`config.mk`:
```
export PLATFORM = sky130hd
export DESIGN_NAME = i2c_target_regs
export DESIGN_NICKNAME = d
export VERILOG_FILES = /design/src/rtl/i2c_target_pkg.sv /design/src/rtl/i2c_line_filter.sv /design/src/rtl/i2c_target_regs.sv
export SDC_FILE = /design/constraint.sdc
export NUM_CORES = 1
export LEC_CHECK = 0
export CAP_MARGIN = 5
export CORE_MARGIN = 2
export CORE_UTILIZATION = 48
export DETAILED_ROUTE_END_ITERATION = 16
export HOLD_SLACK_MARGIN = 0.1
export PLACE_DENSITY = 0.76
export SLEW_MARGIN = 0
export SYNTH_ARGS = -nofsm -noshare
export SYNTH_HDL_FRONTEND = slang
export SYNTH_SLANG_ARGS = --single-unit
```
`constraint.sdc`:
```
create_clock -name clk_clk -period 3.9 [get_ports clk_clk]
set_input_delay 0.78 -clock clk_clk [delete_from_list [all_inputs] [get_ports clk_clk]]
set_output_delay 0.78 -clock clk_clk [all_outputs]
set_load 0.01 [all_outputs]
```
`src/rtl/i2c_target_pkg.sv`:
```
// Shared types and constants for the I2C target register block.
package i2c_target_pkg;

  typedef enum logic [3:0] {
    ST_IDLE,
    ST_ADDR,
    ST_ADDR_ACK,
    ST_PTR,
    ST_WR_BYTE,
    ST_WR_ACK,
    ST_RD_BYTE,
    ST_RD_ACK,
    ST_IGNORE
  } state_t;

  localparam logic ACK  = 1'b0;
  localparam logic NACK = 1'b1;

  localparam int unsigned BIT_CNT_W = 3;

endpackage

```
`src/rtl/i2c_line_filter.sv`:
```
// Two-flop synchronizer plus majority-free glitch filter for one I2C line;
// the filtered level only moves after FILTER_LEN identical samples.
module i2c_line_filter #(
  parameter int unsigned FILTER_LEN = 3
) (
  input  logic clk,
  input  logic rst_n,
  input  logic i_line,
  output logic o_level,
  output logic o_rise,
  output logic o_fall
);

  logic [1:0]            r_sync;
  logic [FILTER_LEN-1:0] r_hist;
  logic                  r_level;
  logic                  r_rise;
  logic                  r_fall;

  always_ff @(posedge clk or negedge rst_n) begin
    if (!rst_n) begin
      r_sync  <= '1;
      r_hist  <= '1;
      r_level <= 1'b1;
      r_rise  <= 1'b0;
      r_fall  <= 1'b0;
    end else begin
      r_sync <= {r_sync[0], i_line};
      r_hist <= {r_hist[FILTER_LEN-2:0], r_sync[1]};
      r_rise <= 1'b0;
      r_fall <= 1'b0;
      if ((&r_hist) && !r_level) begin
        r_level <= 1'b1;
        r_rise  <= 1'b1;
      end else if (!(|r_hist) && r_level) begin
        r_level <= 1'b0;
        r_fall  <= 1'b1;
      end
    end
  end

  assign o_level = r_level;
  assign o_rise  = r_rise;
  assign o_fall  = r_fall;

endmodule

```
`src/rtl/i2c_target_regs.sv`:
```
// I2C target exposing a byte register file: controller writes via pointer+data,
// reads via snapshot shift register; local side has a write port and comb read.
module i2c_target_regs
  import i2c_target_pkg::*;
#(
  parameter logic [6:0]  DEV_ADDR   = 7'h42,
  parameter int unsigned NUM_REGS   = 16,
  parameter int unsigned PTR_W      = 4,
  parameter int unsigned FILTER_LEN = 3,
  parameter int unsigned HOLD_CYC   = 4
) (
  input  logic             clk_clk,
  input  logic             reset_reset_n,
  input  logic             i2c_serial_scl_in,
  input  logic             i2c_serial_sda_in,
  output logic             i2c_serial_sda_oe,
  output logic             i2c_serial_scl_oe,
  input  logic             loc_wr_en,
  input  logic [PTR_W-1:0] loc_wr_addr,
  input  logic [7:0]       loc_wr_data,
  input  logic [PTR_W-1:0] loc_rd_addr,
  output logic [7:0]       loc_rd_data,
  output logic             bus_wr_strobe,
  output logic [PTR_W-1:0] bus_wr_idx,
  output logic             busy
);

  localparam int unsigned HOLD_W = $clog2(HOLD_CYC + 1);

  logic w_scl_lvl, w_scl_rise, w_scl_fall;
  logic w_sda_lvl, w_sda_rise, w_sda_fall;

  i2c_line_filter #(.FILTER_LEN(FILTER_LEN)) u_scl_filter (
    .clk     (clk_clk),
    .rst_n   (reset_reset_n),
    .i_line  (i2c_serial_scl_in),
    .o_level (w_scl_lvl),
    .o_rise  (w_scl_rise),
    .o_fall  (w_scl_fall)
  );

  i2c_line_filter #(.FILTER_LEN(FILTER_LEN)) u_sda_filter (
    .clk     (clk_clk),
    .rst_n   (reset_reset_n),
    .i_line  (i2c_serial_sda_in),
    .o_level (w_sda_lvl),
    .o_rise  (w_sda_rise),
    .o_fall  (w_sda_fall)
  );

  state_t               r_state;
  logic [7:0]           r_shift;
  logic [7:0]           r_tx;
  logic [BIT_CNT_W-1:0] r_bit_cnt;
  logic                 r_byte_done;
  logic                 r_rw;
  logic                 r_mack;
  logic [PTR_W-1:0]     r_ptr;
  logic                 r_sda_oe;
  logic [HOLD_W-1:0]    r_hold_cnt;
  logic                 r_busy;
  logic                 r_strobe;
  logic [PTR_W-1:0]     r_wr_idx;
  logic [7:0]           r_regs [NUM_REGS];

  logic             w_start;
  logic             w_stop;
  logic             w_bus_we;
  logic             w_sda_want;
  logic [PTR_W-1:0] w_ptr_inc;

  assign w_start   = w_sda_fall && w_scl_lvl;
  assign w_stop    = w_sda_rise && w_scl_lvl;
  assign w_ptr_inc = r_ptr + PTR_W'(1);
  assign w_bus_we  = (r_state == ST_WR_BYTE) && w_scl_fall && r_byte_done
                     && !w_start && !w_stop;

  // SDA level the current state wants once the post-fall hold time expires
  always_comb begin
    w_sda_want = 1'b0;
    case (r_state)
      ST_ADDR_ACK, ST_WR_ACK: w_sda_want = ~ACK;
      ST_RD_BYTE:             w_sda_want = ~r_tx[7];
      default:                w_sda_want = 1'b0;
    endcase
  end

  // Register file: the bus write is last so it wins a same-index collision
  always_ff @(posedge clk_clk or negedge reset_reset_n) begin
    if (!reset_reset_n) begin
      for (int unsigned i = 0; i < NUM_REGS; i++) r_regs[i] <= '0;
    end else begin
      if (loc_wr_en) r_regs[loc_wr_addr] <= loc_wr_data;
      if (w_bus_we)  r_regs[r_ptr]       <= r_shift;
    end
  end

  always_ff @(posedge clk_clk or negedge reset_reset_n) begin
    if (!reset_reset_n) begin
      r_state     <= ST_IDLE;
      r_shift     <= '0;
      r_tx        <= '0;
      r_bit_cnt   <= '0;
      r_byte_done <= 1'b0;
      r_rw        <= 1'b0;
      r_mack      <= NACK;
      r_ptr       <= '0;
      r_sda_oe    <= 1'b0;
      r_hold_cnt  <= '0;
      r_busy      <= 1'b0;
      r_strobe    <= 1'b0;
      r_wr_idx    <= '0;
    end else begin
      r_strobe <= 1'b0;
      if (w_stop) begin
        r_state     <= ST_IDLE;
        r_busy      <= 1'b0;
        r_sda_oe    <= 1'b0;
        r_hold_cnt  <= '0;
        r_byte_done <= 1'b0;
      end else if (w_start) begin
        r_state     <= ST_ADDR;
        r_bit_cnt   <= '0;
        r_byte_done <= 1'b0;
        r_sda_oe    <= 1'b0;
        r_hold_cnt  <= '0;
      end else begin
        // SDA only moves HOLD_CYC cycles after SCL fell, and never with SCL high
        if (w_scl_fall) begin
          r_hold_cnt <= HOLD_W'(HOLD_CYC);
        end else if (r_hold_cnt != '0) begin
          r_hold_cnt <= r_hold_cnt - HOLD_W'(1);
          if ((r_hold_cnt == HOLD_W'(1)) && !w_scl_lvl) r_sda_oe <= w_sda_want;
        end

        case (r_state)
          ST_ADDR, ST_PTR, ST_WR_BYTE: begin
            if (w_scl_rise) begin
              r_shift     <= {r_shift[6:0], w_sda_lvl};
              r_bit_cnt   <= r_bit_cnt + BIT_CNT_W'(1);
              r_byte_done <= (r_bit_cnt == BIT_CNT_W'(7));
            end else if (w_scl_fall && r_byte_done) begin
              r_byte_done <= 1'b0;
              if (r_state == ST_ADDR) begin
                if ((r_shift[7:1] == DEV_ADDR) && (r_shift[7:1] != 7'h00)) begin
                  r_state <= ST_ADDR_ACK;
                  r_rw    <= r_shift[0];
                  r_busy  <= 1'b1;
                end else begin
                  r_state <= ST_IGNORE;
                end
              end else if (r_state == ST_PTR) begin
                r_ptr   <= r_shift[PTR_W-1:0];
                r_state <= ST_WR_ACK;
              end else begin
                r_strobe <= 1'b1;
                r_wr_idx <= r_ptr;
                r_ptr    <= w_ptr_inc;
                r_state  <= ST_WR_ACK;
              end
            end
          end
          ST_ADDR_ACK: begin
            if (w_scl_fall) begin
              if (r_rw) begin
                r_tx    <= r_regs[r_ptr];
                r_state <= ST_RD_BYTE;
              end else begin
                r_state <= ST_PTR;
              end
            end
          end
          ST_WR_ACK: begin
            if (w_scl_fall) r_state <= ST_WR_BYTE;
          end
          ST_RD_BYTE: begin
            if (w_scl_rise) begin
              r_bit_cnt   <= r_bit_cnt + BIT_CNT_W'(1);
              r_byte_done <= (r_bit_cnt == BIT_CNT_W'(7));
            end else if (w_scl_fall) begin
              if (r_byte_done) begin
                r_byte_done <= 1'b0;
                r_state     <= ST_RD_ACK;
              end else begin
                r_tx <= {r_tx[6:0], 1'b0};
              end
            end
          end
          ST_RD_ACK: begin
            if (w_scl_rise) begin
              r_mack <= w_sda_lvl;
            end else if (w_scl_fall) begin
              if (r_mack == ACK) begin
                r_ptr     <= w_ptr_inc;
                r_tx      <= r_regs[w_ptr_inc];
                r_bit_cnt <= '0;
                r_state   <= ST_RD_BYTE;
              end else begin
                r_state <= ST_IGNORE;
              end
            end
          end
          default: ;
        endcase
      end
    end
  end

  assign i2c_serial_sda_oe = r_sda_oe;
  assign i2c_serial_scl_oe = 1'b0;
  assign loc_rd_data       = r_regs[loc_rd_addr];
  assign bus_wr_strobe     = r_strobe;
  assign bus_wr_idx        = r_wr_idx;
  assign busy              = r_busy;

endmodule
```
==> results of run 1 <==
## worst max-delay path: cells and delay by family
family                 cells  cell delay [ns]
buffers and inverters      3             0.97
muxes                      2             1.05
## layer usage
metal / track usage (%) / vias to the layer above / part of all wire (%)
li1: - / 4042 / -
met1: 40.4 / 4665 / 39
met2: 43.0 / 670 / 43
met3: 8.02 / 133 / 12
met4: 13.3 / 2 / 5.4
met5: 2.08 / - / 0.20
## placed cells by master, fill, tap and decap left out, types with 4 or more instances in the layout
master,n
nand3_1,16
a22o_1,9
xnor2_1,4
nand2b_1,14
nor3_4,9
o21ai_1,8
nor4_2,4
nand2_1,153
o21ai_0,134
buf_4,31
clkdlybuf4s50_1,32
ha_1,8
a32oi_1,8
dfstp_2,13
nor2b_1,6
mux4_2,91
nor4_1,10
mux2_2,30
nor3_1,30
mux2i_1,161
dfrtp_1,170
nor2_1,29
o22ai_1,6
a21oi_1,17
inv_1,13
clkbuf_16,17
inv_8,5
## through the flow
stage	hold slack (ns)	cell area, um^2	util (%)
3_5_place_dp	0.347	12600	51.5
2_1_floorplan	0.345	12000	-
5_1_grt	0.358	13200	53.9
3_3_place_gp	0.346	12600	51.5
6_report	0.333	13200	53.9
4_1_cts	0.340	13200	53.9
## cells by family after synthesis
kind of cell / after synthesis / synth area share [%]
muxes: 282 / 33.4
adders and majority gates: 9 / 0.941
buffers and inverters: 108 / 4.16
DFF: 184 / 38.6
xor gates and xnor gates: 6 / 0.502
AOI/OAI and AO/OA: 204 / 9.76
other: 1 / 0.0313
and+or+nand+nor: 295 / 12.6
## how the worst max path moves through the flow
stage	start	end	slack (ns)
3_5_place_dp	loc_rd_addr[0]	loc_rd_data[5]	0.33
2_1_floorplan	loc_rd_addr[0]	loc_rd_data[5]	0.71
3_3_place_gp	loc_rd_addr[0]	loc_rd_data[5]	0.35
6_report	loc_rd_addr[0]	loc_rd_data[5]	0.32
4_1_cts	loc_rd_addr[0]	loc_rd_data[5]	0.33
5_1_grt	loc_rd_addr[0]	loc_rd_data[6]	0.28
## layout make-up
class                           count  area (um^2)  area share, %
Timing Repair Buffer               69          637           4.84
Tap cell                          324          405           3.08
Clock buffer                       18          429           3.26
Multi-Input combinational cell    797         6860           52.1
Sequential cell                   184         4620           35.1
Inverter                           13         48.8          0.371
Clock inverter                     14          155           1.18
## flip-flops by register name (all words and copies together) (netlist names), 2 cells and up
register and flops:
r_shift 8, r_bit_cnt 3, u_sda_filter.r_hist 3, u_sda_filter.r_sync 2, bus_wr_idx 4, u_scl_filter.r_hist 3, r_state 4, r_ptr 4
u_scl_filter.r_sync 2, r_tx 8, r_hold_cnt 3, r_regs 128
## report_power, final
group	switching [mW]	internal (mW)	total [mW]
Clock	0.887	0.861	1.75
Sequential	0.804	2.34	3.14
Combinational	1.51	1.61	3.13
==> metrics.md, run 1 <==
| Metric | Value |
|---|---|
| Clock Tree Root | clkbuf_16 |
| Pins over their slew limit | 0 |
| Worst Tran Pin Value | 1.01 ns |
| Max-cap violations | 0 |
| Fill count | 2093 |
| Pwr dens | 609 nW/um^2 |
| I/O pins | 37 |
| Cell Rows | 57 |
| Worst Hold Class | input port to asynchronous set/reset pin |
| Sequential share of the synthesized area | 38.6% |
| Global-route usage over all layers | 29.2% |
| Number of synthesized flops with an enable pin | 0 |
| Top cells by area, synth | dfrtp_1 36%, mux4_2 17%, mux2i_1 13% |
| GP Congestion | 1.07 |
| Ant. Diodes | 0 |
| Post-Route WL | 37.5 mm |
| Clk buf depth | 2 |
| Worst r2r path cells | 8 |
| Post-route DRC violation count | 0 |
| Detailed placer's ending HPWL | 26.6 mm |
| Slew margin rel. | 32.4% |
| Setup Crit Path Kind | input port to output port |
| Setup Fix Bufs, Post-CTS | 0 |
| Cells after synthesis | 1089 |
| CP required | 3.12 ns |
| Most frequent cell after synthesis | dfrtp_1 |
| Design Power | 8.02 mW |
| Vias per inst | 6.70 |
| Cell Area, Synth | 12000 um^2 |
| Worst Skew | 0.0169 ns |
| Die span in y | 162 um |
| Via count | 9512 |
| Initial Util | 49.1% |
| Yosys reg bits | 184 |
| Detail Route Antenna Nets | 0 |
| Sum Neg Setup Slack | 0 ns |
| Worst Setup End Kind | output port |
| Fmax | 0.279 GHz |
| Post-synth top area share | 35.8% |
| Post-CTS Resized | 0 |
| Max IR drop VDD | 0.000349 V |
| CTS buffer count | 17 |
| Async SR Flop Fraction | 100% |
| Synth Area per Inst | 11.0 um^2 |
| Critical path arrival | 2.80 ns |
| Slack of the critical path | 0.317 ns |
| R2R Setup Slk | 0.82 ns |
| Final cell count without fillers | 1419 |
| DIE AREA | 26200 um^2 |
| Hold Fails Final Rpt | 0 |
| Worst-skew pair later-pin latency | 0.45 ns |
| Worst slack, placed | 0.328 ns |
| Clock transition at path regs | 0.08 ns |
| Leak | 4.94 nW |
| First-pass GRT wire length | 57.1 mm |
| H-tree levels | 4 |
| Reg2reg end | r_tx[7]$_DFFE_PN0P_ |
| Largest stage delay, worst path | 0.53 ns |
| Cell variety after synth | 57 |
| Remaining Overflow, GRT | 0 |
| CP cell instances | buf_2 -> buf_12 -> mux4_2 -> mux4_2 -> clkdlybuf4s50_1 |
| CTS tree | done |
| Share of layout cells above drive strength 1 | 20.9% |
| Setup violations, final | 0 |
| Fin nets | 1112 |
| IO buf count | 35 |
| Wire per inst | 26.4 um |
| Worst r2r src | r_ptr[0]$_DFFE_PN0P_ |
| Dpl cells | 1387 |
| Area leader, netlist | dfrtp_1 |
| Initial drt markers | 1230 |
| Period minus WS final | 3.58 ns |
| Initial antenna violation count | 0 |
| Most Frequent Cell on Critical Path | mux4_2 |
| Status | complete, no violations |
| Clk sink count | 184 |
| Syn Nets | 1119 |
| Vias in the first global route | 9108 |
| RSZ-0062 raised after global routing | no |
| Hold-fix buffers, CTS | 0 |
| CORE AREA | 24400 um^2 |
| Most used flip-flop cell after synthesis | dfrtp_1 |
| Synth cell count leaders | 171 x dfrtp_1, 161 x mux2i_1, 153 x nand2_1 |
| Die Span X | 162 um |
| Largest net degree at the start of global routing | 63 |
| Crit Path Max Fanout | 22 |
| Yosys Warn Count | 0 |
| Slowest CP cell | mux4_2 |
| First-pass iteration count of the detailed router | 6 |
| Area growth, synth to finish | 9.94% |
| Startpoint Class | input port |
| Tcrit/Tclk final | 91.9% |
(Power assumes the default switching activity.)
==> run 2: changes to the inputs <==
CORE_UTILIZATION = 60   (was 48)
PLACE_DENSITY = 0.89   (was 0.76)
==> run 2 against run 1 <==
Net effect:
- core utilization increased by 13 points
- register-to-register slack better by 0.23 ns
- critical path depth unchanged
- design area down 0.50%
- setup slack gained 0.042 ns
- routed wire length down 1.1%
- combinational power rose by 3%
- sequential cell count unchanged
- clock power is essentially flat
- critical endpoint is now loc_rd_data[3]
- maximum frequency is 1.2% higher
- clock skew decreased by 0.0066 ns
==> metrics.md, run 2 (same netlist as run 1, synthesis figures left out) <==
| Metric | Value |
|---|---|
| Setup violations, final | 0 (unchanged) |
| Sum Neg Setup Slack | 0 ns (unchanged) |
| Hold Fails Final Rpt | 0 (unchanged) |
| Slew margin rel. | 31.9% (-0.48 points) |
| Hold Startpoint | u_sda_filter.r_sync[1]$_DFF_PN1_ |
| Post-route DRC violation count | 0 (unchanged) |
| Multi-input gate area | 6860 um^2 (unchanged) |
| Register area | 4620 um^2 (unchanged) |
| Pins over their slew limit | 0 (unchanged) |
| Detailed placer's ending HPWL | 25.6 mm (-3.8%) |
| Area growth, synth to finish | 9.39% |
| Worst Tran Pin Value | 1.02 ns (+0.00719 ns) |
| Worst hold margin | 0.357 ns (+0.0238 ns) |
| Vias in the first global route | 9281 (+1.9%) |
| Initial Util | 61.3% (+12 points) |
| Setup Crit Path Kind | input port to output port |
| Most flops, register | r_regs |
| Global-route usage over all layers | 35.9% (+6.7 points) |
| Setup Fix Bufs, Post-CTS | 0 (unchanged) |
| Max-cap violations | 0 (unchanged) |
| RSZ-0062 raised after global routing | no |
| Share of layout cells above drive strength 1 | 21.0% (+0.091 points) |
| Initial drt markers | 1307 (+6.3%) |
| Fin nets | 1112 (unchanged) |
| Die span in y | 145 um (-10%) |
| Crit Path Max Fanout | 32 (+45%) |
| Hold-fix buffers, CTS | 0 (unchanged) |
| Worst r2r path cells | 6 (-2) |
| Cell Rows | 51 (-11%) |
| I/O pins | 37 (unchanged) |
| Critical path arrival | 2.76 ns (-0.04 ns) |
| Top Registers | r_regs (128), r_shift (8), r_tx (8) |
| Cell area after layout | 13100 um^2 (-0.50%) |
| Clock transition at path regs | 0.08 ns (about the same) |
| Die Span X | 145 um (-10%) |
| IO buf count | 35 (unchanged) |
| Worst r2r src | r_ptr[2]$_DFFE_PN0P_ |
| Detail Route Antenna Nets | 0 (unchanged) |
| CTS tree | done |
| First-pass GRT wire length | 57.2 mm (+0.12%) |
| CTS buffer count | 17 (unchanged) |
| Pwr dens | 613 nW/um^2 (+0.51%) |
| Fill count | 1518 (-27%) |
| Most frequent cells in the layout | 170 x dfrtp_1, 161 x mux2i_1, 153 x nand2_1 |
| Hold Crit Depth | 0 |
| Worst Hold Class | flip-flop to flip-flop |
| Startpoint Class | input port |
| Tcrit/Tclk final | 90.8% (-1.1 points) |
| CP required | 3.12 ns (about the same) |
| Clk sink count | 184 (unchanged) |
| Via count | 9576 (+0.67%) |
| Fmax | 0.282 GHz (+1.2%) |
| Post-Route WL | 37.1 mm (-1.1%) |
| Worst Skew | 0.0103 ns (-0.00657 ns) |
| Post-CTS Resized | 0 (unchanged) |
| Clock Tree Root | clkbuf_16 |
| Worst-skew pair later-pin latency | 0.45 ns (about the same) |
| Largest net degree at the start of global routing | 82 (+30%) |
| Hold EP | u_sda_filter.r_hist[0]$_DFF_PN1_ |
| Clk buf depth | 2 (unchanged) |
| H-tree levels | 4 (unchanged) |
| Max reg flops | 128 (unchanged) |
| Remaining Overflow, GRT | 0 (unchanged) |
| Initial antenna violation count | 1 (+1) |
| R2R Setup Slk | 1.05 ns (+0.23 ns) |
| Status | complete, no violations |
| GP Congestion | 1.02 (-5.0%) |
| First-pass iteration count of the detailed router | 6 (unchanged) |
| DIE AREA | 21100 um^2 (-20%) |
| CORE AREA | 19500 um^2 (-20%) |
| Worst Setup End Kind | output port |
| Post-DP Area | 12500 um^2 (-0.51%) |
| Period minus WS final | 3.54 ns (-0.0419 ns) |
| Leak | 4.96 nW (+0.26%) |
| Most common cell after layout, fill and taps aside | dfrtp_1 |
| Reg2reg end | r_tx[3]$_DFFE_PN0P_ |
| Max IR drop VDD | 0.000388 V (+11%) |
| Vias per inst | 7.04 (+5.0%) |
| Wire per inst | 27.3 um (+3.1%) |
-- run 2: cell count changes in the layout (fill, tap and decap cells not counted), sizes merged --
cell	previous run	this run
clkinv	5	6
clkinvlp	2	0
diode	0	1
buf	36	37
clkbuf	19	18
inv	20	21
-- run 2: power by group --
group	leakage [nW]	internal, mW	switching [mW]	total, mW
combinational	2.57	1.63	1.58	3.21
clock	0.289	0.885	0.861	1.75
sequential	2.10	2.34	0.719	3.06
-- run 2: routing by layer --
layer  track usage [%]  vias up  part of all wire (%)
li1                  -     4032                     -
met4              13.8        0                   4.6
met2              57.0      690                    47
met5                 0        -                     0
met3              10.4      136                    12
met1              47.2     4718                    37
-- run 2: layout make-up --
| class | count | area share (%) |
|---|---|---|
| antenna | 1 | 0.0191 |
| clock buffer | 18 | 3.44 |
| clock inverter | 14 | 0.985 |
| inverter | 13 | 0.373 |
| multi-input combinational | 797 | 52.4 |
| sequential | 184 | 35.3 |
| tap | 265 | 2.53 |
| timing repair buffer | 69 | 4.94 |
-- run 2: worst max-delay path, cell delays in order --
cell and delay [ns]:
buf_2 0.13, buf_12 0.24, mux4_2 0.54, mux4_2 0.55, clkdlybuf4s50_1 0.51
-- run 2: worst max path at each step --
| stage | startpoint | endpoint | slack (ns) | cells past startpoint |
|---|---|---|---|---|
| final | loc_rd_addr[0] | loc_rd_data[3] | 0.36 | 5 |
| after global placement | loc_rd_addr[0] | loc_rd_data[1] | 0.36 | 5 |
| after CTS | loc_rd_addr[0] | loc_rd_data[7] | 0.36 | 5 |
| after floorplan | loc_rd_addr[0] | loc_rd_data[5] | 0.71 | 4 |
| after global routing | loc_rd_addr[0] | loc_rd_data[7] | 0.30 | 5 |
| after detailed placement | loc_rd_addr[0] | loc_rd_data[7] | 0.37 | 5 |
-- run 2: per-stage QoR --
step	setup WS, ns	cells	total power [mW]	utilization (%)
finish	0.359	1361	8.02	67.0
global route	0.300	1360	8.33	67.0
CTS	0.362	1360	7.91	67.0
detailed placement	0.374	1328	6.16	64.1
global placement	0.365	1328	6.10	64.1
floorplan	0.711	1089	5.15	-
